**config.mk**
```make
export PLATFORM = sky130hd
export DESIGN_NAME = systolic_serial_tx
export DESIGN_NICKNAME = d
export VERILOG_FILES = /design/src/rtl/systolic_pkg.sv /design/src/rtl/serial_word_fifo.sv /design/src/rtl/systolic_serial_tx.sv
export SDC_FILE = /design/constraint.sdc
export NUM_CORES = 1
export LEC_CHECK = 0
export BUFFER_PORTS_ARGS = -buffer_cell sky130_fd_sc_hd__buf_2
export CAP_MARGIN = 20
export CELL_PAD_IN_SITES_DETAIL_PLACEMENT = 1
export CELL_PAD_IN_SITES_GLOBAL_PLACEMENT = 1
export CORE_UTILIZATION = 40
export CTS_CLUSTER_DIAMETER = 80
export DETAILED_ROUTE_END_ITERATION = 8
export GPL_TIMING_DRIVEN = 0
export PLACE_DENSITY_LB_ADDON = 0.12
export SETUP_SLACK_MARGIN = 0.02
export SLEW_MARGIN = 25
export SYNTH_ARGS = -nofsm -noshare
export SYNTH_HDL_FRONTEND = slang
export SYNTH_HIERARCHICAL = 1
export SYNTH_SLANG_ARGS = --single-unit
```
**constraint.sdc**
```tcl
create_clock -name clk -period 2.73 [get_ports clk]
set_input_delay 0.819 -clock clk [delete_from_list [all_inputs] [get_ports clk]]
set_output_delay 0.819 -clock clk [all_outputs]
set_load 0.03 [all_outputs]
```
**src/rtl/systolic_pkg.sv**
```systemverilog
// Shared types and default sizing for the systolic array serial input path.
package systolic_pkg;

  localparam int unsigned WIDTH           = 4;
  localparam int unsigned CHANNELS        = 4;
  localparam int unsigned WORDS_PER_BATCH = 8;
  localparam int unsigned FIFO_DEPTH      = 2;

  typedef enum logic [2:0] {
    IDLE,
    START,
    SHIFT,
    GAP,
    DONE
  } state_t;

endpackage

```
**src/rtl/serial_word_fifo.sv**
```systemverilog
// Small synchronous FIFO holding parallel word vectors ahead of serialisation.
module serial_word_fifo #(
  parameter int unsigned DATA_W = 16,
  parameter int unsigned DEPTH  = 2
) (
  input  logic              clk,
  input  logic              reset,
  input  logic              flush,
  input  logic              push,
  input  logic              pop,
  input  logic [DATA_W-1:0] wdata,
  output logic [DATA_W-1:0] rdata,
  output logic              full,
  output logic              empty
);

  localparam int unsigned AW = (DEPTH > 1) ? $clog2(DEPTH) : 1;
  localparam int unsigned CW = $clog2(DEPTH + 1);

  logic [DATA_W-1:0] mem [DEPTH];
  logic [AW-1:0]     wr_ptr;
  logic [AW-1:0]     rd_ptr;
  logic [CW-1:0]     count;
  logic              do_push;
  logic              do_pop;

  // Full is taken from the registered count, so a pop never frees a slot in the same cycle.
  assign full    = (count == CW'(DEPTH));
  assign empty   = (count == '0);
  assign do_push = push && !full;
  assign do_pop  = pop && !empty;
  assign rdata   = mem[rd_ptr];

  function automatic logic [AW-1:0] next_ptr(input logic [AW-1:0] p);
    return (p == AW'(DEPTH - 1)) ? '0 : p + 1'b1;
  endfunction

  always_ff @(posedge clk) begin
    if (do_push && !flush) mem[wr_ptr] <= wdata;
  end

  always_ff @(posedge clk or posedge reset) begin
    if (reset) begin
      wr_ptr <= '0;
      rd_ptr <= '0;
      count  <= '0;
    end else if (flush) begin
      wr_ptr <= '0;
      rd_ptr <= '0;
      count  <= '0;
    end else begin
      if (do_push) wr_ptr <= next_ptr(wr_ptr);
      if (do_pop)  rd_ptr <= next_ptr(rd_ptr);
      case ({do_push, do_pop})
        2'b10:   count <= count + 1'b1;
        2'b01:   count <= count - 1'b1;
        default: count <= count;
      endcase
    end
  end

endmodule

```
**src/rtl/systolic_serial_tx.sv**
```systemverilog
// Buffers parallel word vectors and emits them LSB-first on parallel 1-bit lanes,
// framed by a batch start pulse, per-word sync and a batch done pulse.
module systolic_serial_tx #(
  parameter int unsigned WIDTH           = systolic_pkg::WIDTH,
  parameter int unsigned CHANNELS        = systolic_pkg::CHANNELS,
  parameter int unsigned WORDS_PER_BATCH = systolic_pkg::WORDS_PER_BATCH,
  parameter int unsigned FIFO_DEPTH      = systolic_pkg::FIFO_DEPTH
) (
  input  logic                      clk,
  input  logic                      reset,
  input  logic [CHANNELS*WIDTH-1:0] data_in,
  input  logic                      data_valid,
  output logic                      data_ready,
  input  logic                      abort,
  output logic [CHANNELS-1:0]       bit_outputs,
  output logic                      start_out,
  output logic                      frame_sync,
  output logic                      busy,
  output logic                      done
);

  import systolic_pkg::*;

  localparam int unsigned BW = (WIDTH > 1) ? $clog2(WIDTH) : 1;
  localparam int unsigned CW = $clog2(WORDS_PER_BATCH + 1);
  localparam int unsigned DW = CHANNELS * WIDTH;

  state_t           state;
  logic [BW-1:0]    bit_idx;
  logic [CW-1:0]    word_cnt;
  logic [WIDTH-1:0] shreg [CHANNELS];

  logic [DW-1:0] head;
  logic          fifo_full;
  logic          fifo_empty;
  logic          push;
  logic          pop;
  logic          last_bit;
  logic          last_word;

  assign data_ready = !fifo_full;
  assign push       = data_valid && !fifo_full;
  assign last_bit   = (bit_idx == BW'(WIDTH - 1));
  assign last_word  = (word_cnt == CW'(WORDS_PER_BATCH - 1));

  serial_word_fifo #(
    .DATA_W (DW),
    .DEPTH  (FIFO_DEPTH)
  ) u_fifo (
    .clk   (clk),
    .reset (reset),
    .flush (abort),
    .push  (push),
    .pop   (pop),
    .wdata (data_in),
    .rdata (head),
    .full  (fifo_full),
    .empty (fifo_empty)
  );

  always_comb begin
    pop = 1'b0;
    if (!abort) begin
      case (state)
        START:   pop = 1'b1;
        SHIFT:   pop = last_bit && !last_word && !fifo_empty;
        GAP:     pop = !fifo_empty;
        default: pop = 1'b0;
      endcase
    end
  end

  // Outputs are registered: each edge computes what the lanes show in the coming cycle.
  always_ff @(posedge clk or posedge reset) begin
    if (reset) begin
      state       <= IDLE;
      bit_idx     <= '0;
      word_cnt    <= '0;
      start_out   <= 1'b0;
      frame_sync  <= 1'b0;
      bit_outputs <= '0;
      busy        <= 1'b0;
      done        <= 1'b0;
      for (int unsigned c = 0; c < CHANNELS; c++) shreg[c] <= '0;
    end else if (abort) begin
      state       <= IDLE;
      bit_idx     <= '0;
      word_cnt    <= '0;
      start_out   <= 1'b0;
      frame_sync  <= 1'b0;
      bit_outputs <= '0;
      busy        <= 1'b0;
      done        <= 1'b0;
      for (int unsigned c = 0; c < CHANNELS; c++) shreg[c] <= '0;
    end else begin
      start_out   <= 1'b0;
      frame_sync  <= 1'b0;
      bit_outputs <= '0;
      done        <= 1'b0;

      // Every pop loads a fresh word and presents its bit 0 in the following cycle.
      if (pop) begin
        bit_idx    <= '0;
        frame_sync <= 1'b1;
        for (int unsigned c = 0; c < CHANNELS; c++) begin
          bit_outputs[c] <= head[c*WIDTH];
          shreg[c]       <= head[c*WIDTH +: WIDTH] >> 1;
        end
      end

      case (state)
        IDLE: begin
          if (!fifo_empty) begin
            state     <= START;
            start_out <= 1'b1;
            busy      <= 1'b1;
          end
        end
        START: state <= SHIFT;
        SHIFT: begin
          if (!last_bit) begin
            bit_idx <= bit_idx + 1'b1;
            for (int unsigned c = 0; c < CHANNELS; c++) begin
              bit_outputs[c] <= shreg[c][0];
              shreg[c]       <= shreg[c] >> 1;
            end
          end else begin
            word_cnt <= word_cnt + 1'b1;
            bit_idx  <= '0;
            if (last_word) begin
              state <= DONE;
              done  <= 1'b1;
            end else if (fifo_empty) begin
              state <= GAP;
            end
          end
        end
        GAP: begin
          if (!fifo_empty) state <= SHIFT;
        end
        DONE: begin
          word_cnt <= '0;
          state    <= IDLE;
          busy     <= 1'b0;
        end
        default: state <= IDLE;
      endcase
    end
  end

endmodule

```
Word-level counts from Yosys, hierarchy flattened
Memories as Yosys holds them, arrays and structs flattened. Cells that the tools add are included.

Register bits after elaboration: 37. Bits in writable memories: 32. Bits of input ports: 20. Memories: 1.

Memories: u_fifo.mem (words 2, bits a word 16, read ports 1, clocked after Yosys merged registers in 0, wr ports 1, line serial_word_fifo.sv:20) `logic [DATA_W-1:0] mem [DEPTH];`.

Add/subtract/negate cells: 6. Equality and inequality tests: 13. Muxes and demuxes: 46. Reductions and logical operators: 21.

Operators by type and width (number): 2-to-1 mux 16 bit (4); 2-to-1 mux 4 bit (6); 2-to-1 mux 1 bit (20); 2-to-1 mux 3 bit (6); one-hot mux 3 bit (4 select lines) (1); nonzero test 3 bit (4); 2-to-1 mux 2 bit (5); != test 3 bit (second input constant) (3); one-hot mux 4 bit (2 select lines) (1); == test 2 bit (second input constant) (3); == test 3 x 2 -> 1 bit (second input constant) (2); logical AND 1 bit (6); adder 2 x 1 -> 2 bit (second input constant) (2); adder 4 x 1 -> 4 bit (second input constant) (1); == test 4 x 3 -> 1 bit (second input constant) (1); zero test 1 bit (4); != test 4 bit (second input constant) (1); one-hot mux 2 bit (2 select lines) (1); AND reduction 2 bit (2); AND reduction 4 bit (1); nonzero test 2 bit (2); == test 3 x 1 -> 1 bit (second input constant) (1); == test 3 bit (second input constant) (1); zero test 3 bit (1); 6 further kinds (7).

Longest topological paths before layout
Gate-level depths: netlist of run 1.

Depth after elaboration: 10. Mapped depth: 8.

By module
Netlist of run 1, hierarchy kept.

Modules (own cells, without submodules): systolic_serial_tx (instances 1, cells an instance 154, area an instance 1595.3 um^2, seq. area each 825.8 um^2); serial_word_fifo (instances 1, cells an instance 77, area an instance 1387.6 um^2, seq. area each 1061.0 um^2).

Least setup slack after synthesis of run 1
OpenSTA, ideal clock, no wires.

Path kind: input-to-reg. From: input port data_valid. To: memory u_fifo.mem[1][0], enable pin. Setup time: 413 ps. Arrival: 2453 ps. Required time: 2317 ps. Setup slack: -136 ps. Stages: 3. Buffers on the path: 0. Path through: nor2b_1 -> nand2_1 -> nor3b_1.

Longest elaborated chain between the ends: 5.

RTL lines: from (decl) (line systolic_serial_tx.sv:12) `input logic data_valid,`; logical AND 1 bit (line systolic_serial_tx.sv:42) `assign push = data_valid && !fifo_full;`; logical AND 1 bit (line serial_word_fifo.sv:30) `assign do_push = push && !full;`; logical AND 1 bit (line serial_word_fifo.sv:39) `if (do_push && !flush) mem[wr_ptr] <= wdata;`; 2-to-1 mux 1 bit (line serial_word_fifo.sv:39); 2-to-1 mux 1 bit (implied by the code) (line serial_word_fifo.sv:39); to (decl) (line serial_word_fifo.sv:20).

Every way passes these cells.

Final worst setup path of run 1
From: register u_fifo.count[0]. To: memory u_fifo.mem[1][5], enable pin.

Longest elaborated chain between the ends: 7.

RTL lines: from (decl) (line serial_word_fifo.sv:23) `logic [CW-1:0] count;`; from (signal assigned) (line serial_word_fifo.sv:55) `2'b10: count <= count + 1'b1;`; from (signal assigned) (line serial_word_fifo.sv:56) `2'b01: count <= count - 1'b1;`; from (signal assigned) (line serial_word_fifo.sv:57) `default: count <= count;`; == test 2 bit (line serial_word_fifo.sv:28) `assign full = (count == CW'(DEPTH));`; named net fifo_full (line systolic_serial_tx.sv:34) `logic fifo_full;`; zero test 1 bit (line systolic_serial_tx.sv:42); logical AND 1 bit (line systolic_serial_tx.sv:42); named net push (line systolic_serial_tx.sv:36) `logic push;`; logical AND 1 bit (line serial_word_fifo.sv:30); logical AND 1 bit (line serial_word_fifo.sv:39); 2-to-1 mux 1 bit (line serial_word_fifo.sv:39); 2-to-1 mux 1 bit (implied by the code) (line serial_word_fifo.sv:39).

The timed path passes the listed nets, and every way through them passes these cells.

==> flow_metrics.py, run 1 <==
metrics = {
    "cts": {
        "cts_max_level": 3,
        "cts_setup_buffers": 0,
        "hold_buffers": 0,
        "clkSinkCount": 69,
        "cts_resized": 0,
        "clock_path_buffers": 2,
        "cts.clk_slew.worst_paths_ns": 0.07,
        "tritoncts": "yes",
        "root_buffer": "clkbuf_8",
        "clock_latency_ns": 0.35,
        "cts_buffers": 9,
    },
    "setup_path": {
        "path_cells": "nand2b_2, inv_2, nor2b_1, nand2_1, nor3b_4",
        "critPathMaxFanout": 16,
        "critical-path-max-stage-delay_ns": 0.82,
        "worstSetupPathType": "reg2reg",
        "start_kind": "flop",
        "required_ns": 2.69,
        "crit_slowest_cell": "nor3b_4",
        "cp.depth": 5,
        "critPathLaunch": "u_fifo/count[0]",
        "cp-end-kind": "flop",
        "cp_top_family": "simple AND/OR/NAND/NOR gates",
        "crit_buf_inv": 1,
        "regToRegStartpoint": "u_fifo/count[0]",
        "reg2reg_depth": 5,
        "crit_arrival_ns": 2.40,
    },
    "cells_and_area": {
        "multiInputGateArea_um2": 1016,
        "diodes": 0,
        "seqCellArea_um2": 1887,
        "drive_gt1_share_pct": 29.45,
        "area_growth_pct": 16.23,
        "final_area_um2": 3467,
        "num-fill-cells": 772,
        "fin_nets": 292,
        "layout_common_cells": "dfrtp_1, buf_2, edfxtp_1, nor3_1, nor2_1",
        "final_common_cell": "dfrtp_1",
    },
    "die": {
        "io-pin-count": 29,
        "floorplan.die_area_um2": 7807,
        "dieWidth_um": 88.36,
        "initial_core_util_pct": 41.35,
        "coreArea_um2": 7214,
        "fp.dieH_um": 88.36,
        "fp-row-count": 31,
    },
    "timing": {
        "finalMaxSlewViolations": 0,
        "period_needed_ns": 2.435,
        "hold_violations": 0,
        "slew_headroom_pct": 36.59,
        "final.setup.worst_slack_ns": 0.2948,
        "rsz0062_at_grt": "no",
        "finalCritPeriodShare_pct": 89.20,
        "tightest_slew_ns": 0.9501,
        "clock.fmax_ghz": 0.4107,
        "whs_ns": 0.3705,
        "clock_skew_ns": 0.01301,
        "setup_viol": 0,
    },
    "logic_synthesis": {
        "synth_edf_count": 32,
        "synth_xor_area_share_pct": 0.5872,
        "syn_nets": 253,
        "yosysWarnings": 6,
        "synthCells": 231,
        "synth_area_per_cell_um2": 12.91,
        "synth_top_family_by_area": "simple AND/OR/NAND/NOR gates",
        "synthesis.area_um2": 2983,
        "synth-simple-area-share_pct": 17.95,
        "ys_types": 46,
        "async_reset_ff_share_pct": 53.62,
        "synth_fa_ha_area_share_pct": 0.8389,
        "synth-compound-area-share_pct": 6.460,
        "synth_mux_area_share_pct": 7.466,
        "ys_seq_elements": 69,
        "yosysSeqAreaShare_pct": 63.26,
        "yosys_most_used_dff": "dfrtp_1",
    },
    "power": {
        "p_leak_uw": 0.001444,
        "vdd_drop_max_mv": 0.3053,
        "power_density_nw_per_um2": 686.9,
    },
    "routing": {
        "vias": 1960,
        "drc": 0,
        "avgRoutedWirePerCell_um": 16.96,
        "routed_wirelength_mm": 6.344,
        "drtAntennaViolNets": 0,
        "drt-pass1-iter-count": 4,
        "drt_iter0_drc": 114,
        "viasPerCell": 5.241,
    },
    "placed_design": {
        "placed_area_um2": 3269,
        "gp_congestion": 0.7976,
        "numPortBuffers": 28,
        "hpwl_mm": 4.291,
        "place_ws_ns": 0.03066,
    },
    "hold_path": {
        "hold_path.class": "in2async",
    },
    "job": {
        "maxCapViolations": 0,
    },
    "status": {
        "status": "finished, final reports clean",
    },
    "global_routing": {
        "grt_overflow": 0,
        "grt_max_degree": 34,
        "first_global_vias": 2033,
        "grt_pass1_wl_mm": 10.40,
        "antenna_found_initial": 0,
        "grt_usage_pct": 18.64,
    },
}
cell type report:
class / count / area share, %
timing repair buffer: 28 / 4.042
clock inverter: 2 / 1.010
clock buffer: 14 / 4.691
sequential: 69 / 54.42
buffer: 13 / 2.057
inverter: 7 / 0.9022
multi-input combinational: 142 / 29.30
tap: 99 / 3.573
final timing paths:
| path | endpoint | slack (ns) |
|---|---|---|
| worst min register to register | busy | 0.49 |
| worst max register to register | u_fifo/mem[1][5] | 0.29 |
| max in group asynchronous | state[0] | 1.67 |
| min in group clk | busy | 0.49 |
| worst max-delay path | u_fifo/mem[1][5] | 0.29 |
| worst min-delay path | u_fifo/wr_ptr | 0.37 |
sequential cells by signal, summed over array words and instances, names as in the netlist:
name / cells
shreg: 16
busy: 1
u_fifo/wr_ptr: 1
u_fifo/rd_ptr: 1
done: 1
start_out: 1
frame_sync: 1
bit_outputs: 4
word_cnt: 4
u_fifo/mem: 32
state: 3
u_fifo/count: 2
bit_idx: 2
synthesized netlist by cell type, drive strengths merged, types with 2 or more instances:
master | instances | area, um2
dfrtp | 37 | 925.9
edfxtp | 32 | 960.9
nor3 | 29 | 145.1
nor2 | 23 | 86.33
mux2 | 18 | 202.7
nor4 | 12 | 106.4
a21oi | 10 | 53.80
buf | 7 | 45.04
inv | 7 | 31.28
clkbuf | 6 | 26.28
a21o | 5 | 38.79
and2 | 4 | 25.02
nor3b | 4 | 30.03
a22o | 3 | 26.28
nand3 | 3 | 15.01
nand3b | 3 | 22.52
a211oi | 2 | 15.01
a32o | 2 | 20.02
ha | 2 | 25.02
mux2i | 2 | 20.02
nand2 | 2 | 7.510
nand2b | 2 | 15.02
o21ai | 2 | 10.01
or3 | 2 | 17.52
per-layer routing:
metal,GRT usage (%),up-vias,share of wire [%]
li1,-,942,-
met1,25.02,985,49
met2,28.67,28,46
met3,5.224,5,4.1
met4,7.478,0,0.99
met5,0,-,0
stage by stage:
step           cells  setup TNS [ns]  util (%)  total power, uW
6_report         374               0     48.06             2381
3_5_place_dp     358               0     45.32             1570
3_3_place_gp     358          -5.023     45.14             1551
5_1_grt          374               0     48.06             2497
2_1_floorplan    231               0         -             1462
4_1_cts          374               0     48.06             2411
cell families after synthesis:
family | after synthesis
XOR/XNOR | 2
multiplexers | 20
buffers and inverters | 20
flip-flops | 69
adder cells (fa/ha/maj) | 2
AND/OR/NAND/NOR | 90
AO/OA/AOI/OAI | 28
report_power, final:
part	total (uW)	internal, uW	switching (uW)
Combinational	335	131	204
Clock	837	472	365
Sequential	1210	1170	42.0
Total	2380	1770	611
No activity file was read; power rests on OpenSTA's default activity.
==> run 2, diff against run 1 <==
--- a/config.mk
+++ b/config.mk
@@ -18,5 +18,4 @@
 export SLEW_MARGIN = 25
 export SYNTH_ARGS = -nofsm -noshare
 export SYNTH_HDL_FRONTEND = slang
-export SYNTH_HIERARCHICAL = 1
 export SYNTH_SLANG_ARGS = --single-unit
==> flow_metrics.py, run 2 <==
metrics = {
    "setup_path": {
        "reg2reg_depth": 7,
        "start_kind": "primary input",
        "required_ns": 2.70,
        "cp.depth": 3,
        "path_cells": "clkbuf_1, clkbuf_1, nor3b_4",
        "cp-end-kind": "flop",
        "worstSetupPathType": "in2reg",
        "cp_common_cell": "clkbuf_1",
        "crit_slowest_cell": "nor3b_4",
        "crit_buf_inv": 2,
        "cp_top_family": "simple AND/OR/NAND/NOR gates",
        "critPathMaxFanout": 16,
        "crit_arrival_ns": 2.24,
        "critical-path-max-stage-delay_ns": 0.85,
    },
    "timing": {
        "rsz0062_at_grt": "no",
        "hold_violations": 0,
        "slew_headroom_pct": 37.13,
        "tightest_slew_ns": 0.9421,
        "period_needed_ns": 2.272,
        "clock.fmax_ghz": 0.4400,
        "finalCritPeriodShare_pct": 83.24,
        "finalMaxSlewViolations": 0,
        "fin_tns_setup_ns": 0,
        "final.setup.worst_slack_ns": 0.4575,
        "clock_skew_ns": 0.009515,
        "setup_viol": 0,
    },
    "routing": {
        "routed_wirelength_mm": 6.565,
        "vias": 1959,
        "drtAntennaViolNets": 0,
        "drt-pass1-iter-count": 4,
        "viasPerCell": 5.309,
        "avgRoutedWirePerCell_um": 17.79,
        "drc": 0,
        "drt_iter0_drc": 48,
    },
    "die": {
        "io-pin-count": 29,
        "fp-row-count": 31,
        "initial_core_util_pct": 41.29,
        "fp.dieH_um": 88.30,
        "floorplan.die_area_um2": 7797,
        "dieWidth_um": 88.30,
        "coreArea_um2": 7214,
    },
    "logic_synthesis": {
        "syn_nets": 247,
        "synth.most_common_cell": "dfrtp_1",
        "async_reset_ff_share_pct": 53.62,
        "synth_top_area_share_pct": 32.26,
        "ys_types": 43,
        "yosys_most_used_dff": "dfrtp_1",
        "yosysTopAreaCell": "edfxtp_1",
        "synth_area_per_cell_um2": 13.24,
        "yosysSeqAreaShare_pct": 63.33,
        "synth_edf_count": 32,
        "ys_seq_elements": 69,
        "synthesis.area_um2": 2979,
        "yosysWarnings": 0,
        "synth_commonest_cells": "dfrtp_1, edfxtp_1, nor2_1",
        "synthCells": 225,
        "synthTopCellsByArea": "edfxtp_1, dfrtp_1, mux2i_1",
    },
    "cells_and_area": {
        "final_common_cell": "dfrtp_1",
        "multiInputGateArea_um2": 1005,
        "largest-register": "u_fifo.mem",
        "num-fill-cells": 787,
        "fin_nets": 287,
        "area_growth_pct": 17.22,
        "drive_gt1_share_pct": 26.67,
        "final_area_um2": 3492,
        "largest_register_ffs": 32,
        "layout_common_cells": "dfrtp_1, buf_2, edfxtp_1, nor2_1, o22ai_1",
        "seqCellArea_um2": 1887,
        "reg.largest.list": "u_fifo.mem (32), shreg (16)",
        "diodes": 0,
    },
    "cts": {
        "clock_latency_ns": 0.35,
        "root_buffer": "clkbuf_8",
        "clock_path_buffers": 2,
        "cts_buffers": 9,
        "cts_resized": 0,
        "cts_setup_buffers": 0,
        "cts.clk_slew.worst_paths_ns": 0.08,
        "cts_max_level": 3,
        "clkSinkCount": 69,
        "hold_buffers": 0,
        "tritoncts": "yes",
    },
    "hold_path": {
        "hold_path.class": "in2async",
    },
    "global_routing": {
        "antenna_found_initial": 0,
        "grt_pass1_wl_mm": 10.63,
        "grt_overflow": 0,
        "first_global_vias": 2057,
        "grt_max_degree": 25,
        "grt_usage_pct": 19.07,
    },
    "placed_design": {
        "placed_area_um2": 3296,
        "numPortBuffers": 27,
        "hpwl_mm": 4.572,
        "gp_congestion": 0.7078,
        "place_ws_ns": 0.02073,
    },
    "power": {
        "p_leak_uw": 0.001389,
        "power_density_nw_per_um2": 670.6,
        "vdd_drop_max_mv": 0.3516,
    },
    "status": {
        "status": "finished, final reports clean",
    },
    "job": {
        "maxCapViolations": 0,
    },
}
run 2: worst paths after layout:
| check | to | startpoint | slack [ns] |
|---|---|---|---|
| worst max register to register | shreg[5] | bit_idx[0] | 0.63 |
| min in group clk | shreg[3] | shreg[3] | 0.50 |
| worst min register to register | shreg[3] | shreg[3] | 0.50 |
| max in group asynchronous | shreg[8] | reset | 1.86 |
| worst min-delay path | state[0] | reset | 0.42 |
| worst max-delay path | u_fifo.mem[1][6] | abort | 0.46 |
run 2: cells by family after synthesis:
kind of cell / synth area share [%]
flops: 63.33
simple gates: 9.828
compound gates: 15.88
buf+inv: 3.696
mux: 5.544
xor+xnor: 0.8821
fa+ha+maj: 0.8398
run 2: per-layer routing:
metal  share of wire (%)  global-route usage, %  vias to the layer above
met5                   0                      0                        -
met4                 2.2                  10.56                        0
met3                 2.4                  3.451                       10
met1                  47                  24.80                      986
met2                  48                  30.21                       32
li1                    -                      -                      931
run 2: cell type report:
class / count / area share [%]
repair buffers: 29 / 4.873
inverters: 7 / 0.7524
clock buffers: 12 / 4.729
clock inverters: 4 / 0.8957
plain buffers: 15 / 2.401
flip-flops and latches: 69 / 54.03
multi-input cells: 134 / 28.77
well taps: 99 / 3.547
run 2: worst register-to-register path: stages (launching register included):
cell	delay [ns]
dfrtp_1	0.41
ha_1	0.19
buf_2	0.18
or3_1	0.41
o311ai_4	0.13
buf_6	0.20
nor2_1	0.05
a2111oi_1	0.39
run 2: stage by stage:
step           power (uW)  hold slack [ns]  cells  utilization [%]
2_1_floorplan        1454           0.4539    225                -
3_3_place_gp         1543           0.4716    351            45.02
3_5_place_dp         1569           0.4737    353            45.68
4_1_cts              2368           0.4229    369            48.40
5_1_grt              2451           0.4409    369            48.40
6_report             2342           0.4190    369            48.40
run 2: power by group:
| part | switching, uW | leakage, uW | internal [uW] |
|---|---|---|---|
| logic | 204 | 0.000501 | 124 |
| registers | 48.5 | 0.000798 | 1170 |
| clock network | 394 | 0.0000908 | 405 |
| total | 646 | 0.00139 | 1700 |
==> run 3, diff against run 2 <==
--- a/config.mk
+++ b/config.mk
@@ -5,6 +5,7 @@
 export SDC_FILE = /design/constraint.sdc
 export NUM_CORES = 1
 export LEC_CHECK = 0
+export ABC_AREA = 1
 export BUFFER_PORTS_ARGS = -buffer_cell sky130_fd_sc_hd__buf_2
 export CAP_MARGIN = 20
 export CELL_PAD_IN_SITES_DETAIL_PLACEMENT = 1
==> constraint.sdc (replaced) <==
create_clock -name clk -period 1.9 [get_ports clk]
set_input_delay 0.57 -clock clk [delete_from_list [all_inputs] [get_ports clk]]
set_output_delay 0.57 -clock clk [all_outputs]
set_load 0.03 [all_outputs]
==> flow_metrics.py, run 3 <==
metrics = {
    "logic_synthesis": {
        "synth_commonest_cells": "nand2_1, dfrtp_1, inv_1",
        "syn_nets": 298,
        "ys_seq_elements": 69,
        "synthesis.area_um2": 2963,
        "synthCells": 276,
        "synth_top_area_share_pct": 32.43,
        "synthTopCellsByArea": "edfxtp_1, dfrtp_1, nand2_1",
        "yosysSeqAreaShare_pct": 63.68,
        "ys_types": 27,
        "synth.most_common_cell": "nand2_1",
        "synth_area_per_cell_um2": 10.73,
        "synth_edf_count": 32,
        "yosysTopAreaCell": "edfxtp_1",
        "yosysWarnings": 0,
        "async_reset_ff_share_pct": 53.62,
        "yosys_most_used_dff": "dfrtp_1",
    },
    "timing": {
        "clock_skew_ns": 0.007443,
        "slew_headroom_pct": 63.36,
        "finalMaxSlewViolations": 0,
        "hold_violations": 0,
        "fin_tns_setup_ns": 0,
        "tightest_slew_ns": 0.5478,
        "finalCritPeriodShare_pct": 92.81,
        "clock.fmax_ghz": 0.5671,
        "rsz0062_at_grt": "no",
        "period_needed_ns": 1.763,
        "setup_viol": 0,
        "whs_ns": 0.1739,
    },
    "routing": {
        "drt-pass1-iter-count": 4,
        "drc": 0,
        "avgRoutedWirePerCell_um": 14.61,
        "drtAntennaViolNets": 0,
        "vias": 2070,
        "drt_iter0_drc": 50,
        "routed_wirelength_mm": 6.152,
        "viasPerCell": 4.917,
    },
    "cells_and_area": {
        "reg.largest.list": "u_fifo.mem (32), shreg (16)",
        "area_growth_pct": 18.79,
        "layout_common_cells": "nand2_1, dfrtp_1, inv_1, o21ai_0, edfxtp_1",
        "final_common_cell": "nand2_1",
        "num-fill-cells": 809,
        "largest_register_ffs": 32,
        "largest-register": "u_fifo.mem",
        "stdcell_count": 421,
        "fin_nets": 339,
        "diodes": 0,
        "drive_gt1_share_pct": 25.78,
    },
    "hold_path": {
        "hold_path.class": "in2async",
    },
    "die": {
        "coreArea_um2": 7214,
        "initial_core_util_pct": 41.07,
        "dieWidth_um": 88.07,
        "fp-row-count": 31,
        "fp.dieH_um": 88.07,
        "io-pin-count": 29,
        "floorplan.die_area_um2": 7755,
    },
    "setup_path": {
        "critPathMaxFanout": 10,
        "crit_arrival_ns": 1.98,
        "reg2reg_depth": 8,
        "rr_endpoint": "shreg[8]",
        "required_ns": 2.12,
        "critPathCapture": "shreg[8]",
        "worst-r2r-setup-slack_ns": 0.14,
        "start_kind": "flop",
        "cp-end-kind": "flop",
        "critPathLaunch": "state[0]",
        "worstSetupPathType": "reg2reg",
        "regToRegStartpoint": "state[0]",
    },
    "global_routing": {
        "antenna_found_initial": 0,
        "grt_pass1_wl_mm": 10.65,
        "grt_overflow": 0,
        "first_global_vias": 2219,
        "grt_max_degree": 24,
        "grt_usage_pct": 19.06,
    },
    "cts": {
        "clkSinkCount": 69,
        "cts.clk_slew.worst_paths_ns": 0.07,
        "tritoncts": "yes",
        "clock_latency_ns": 0.35,
        "root_buffer": "clkbuf_8",
        "clock_path_buffers": 2,
        "cts_setup_buffers": 0,
        "cts_buffers": 9,
        "cts_max_level": 3,
    },
    "job": {
        "maxCapViolations": 0,
    },
    "placed_design": {
        "place_inst": 405,
        "hpwl_mm": 4.374,
        "numPortBuffers": 27,
        "gp_congestion": 0.7716,
    },
    "power": {
        "p_leak_uw": 0.001566,
        "vdd_drop_max_mv": 0.4960,
        "power_uw": 4607,
        "power_density_nw_per_um2": 1309,
    },
    "status": {
        "status": "finished, final reports clean",
    },
}
==> run 3: changes by cell type in the layout (fill, tap and decap cells not counted), sizes merged, moves of 8 or more <==
cell     delta
mux2        +8
nand3      +13
nand2      +41
o22ai      -10
inv        +28
o21ai      +35
a2111oi    -13
mux2i      -12
==> run 3: cell families after synthesis <==
group | after synthesis | synth area share, %
AO/OA/AOI/OAI | 59 | 11.06
XOR/XNOR | 1 | 0.2957
adder cells (fa/ha/maj) | 2 | 0.8445
buffers and inverters | 45 | 6.503
flip-flops | 69 | 63.68
multiplexers | 12 | 4.561
AND/OR/NAND/NOR | 88 | 13.05
==> run 3: worst min path at each step <==
stage	end	slack (ns)	start
final	bit_outputs[1]	0.17	reset
after global routing	bit_outputs[1]	0.20	reset
after CTS	bit_outputs[1]	0.18	reset
after detailed placement	busy	0.48	busy
after global placement	busy	0.46	busy
after floorplan	bit_idx[0]	0.46	bit_idx[0]
==> run 3: through the flow <==
step / util, % / instance area [um2] / setup slack, ns
after global placement: 44.80 / 3232 / -0.4990
after floorplan: - / 2973 / -0.02764
after CTS: 48.51 / 3500 / 0.08577
final: 48.79 / 3520 / 0.1366
after detailed placement: 45.66 / 3294 / -0.1503
after global routing: 48.79 / 3520 / 0.01502
==> run 3: final cells by class <==
type                       instances  area, um2  area share (%)
sequential                        69       1887           53.61
multi-input combinational        162      925.9           26.31
timing repair buffer              30      185.2           5.261
clock buffer                      13      158.9           4.515
inverter                          35      131.4           3.733
tap                               99      123.9           3.519
buffer                            10      61.31           1.742
clock inverter                     3      46.29           1.315
==> run 3: power breakdown <==
group          internal, uW  switching, uW  total [uW]
Combinational           486            882        1370
Sequential             1870            144        2010
Clock                   681            546        1230
Total                  3030           1570        4610
==> run 3: timing repair <==
action                     in CTS  in global routing
setup endpoints to repair       0                 19
gates resized for setup         0                  7
hold buffers                    0                  0
==> run 3: critical path: stages (launching register included) <==
cell and delay [ns]:
dfrtp_1 0.46, nor3_4 0.35, nand3_2 0.15, nand3_4 0.11, nand2_2 0.07, buf_6 0.14
buf_8 0.15, o21ai_2 0.12, a21oi_1 0.08
==> run 3: layer usage <==
metal	part of all wire [%]	vias up	track usage (%)
met4	2.3	0	9.677
met1	43	1012	22.59
met5	0	-	0
met2	52	30	32.63
li1	-	1017	-
met3	2.8	11	4.241
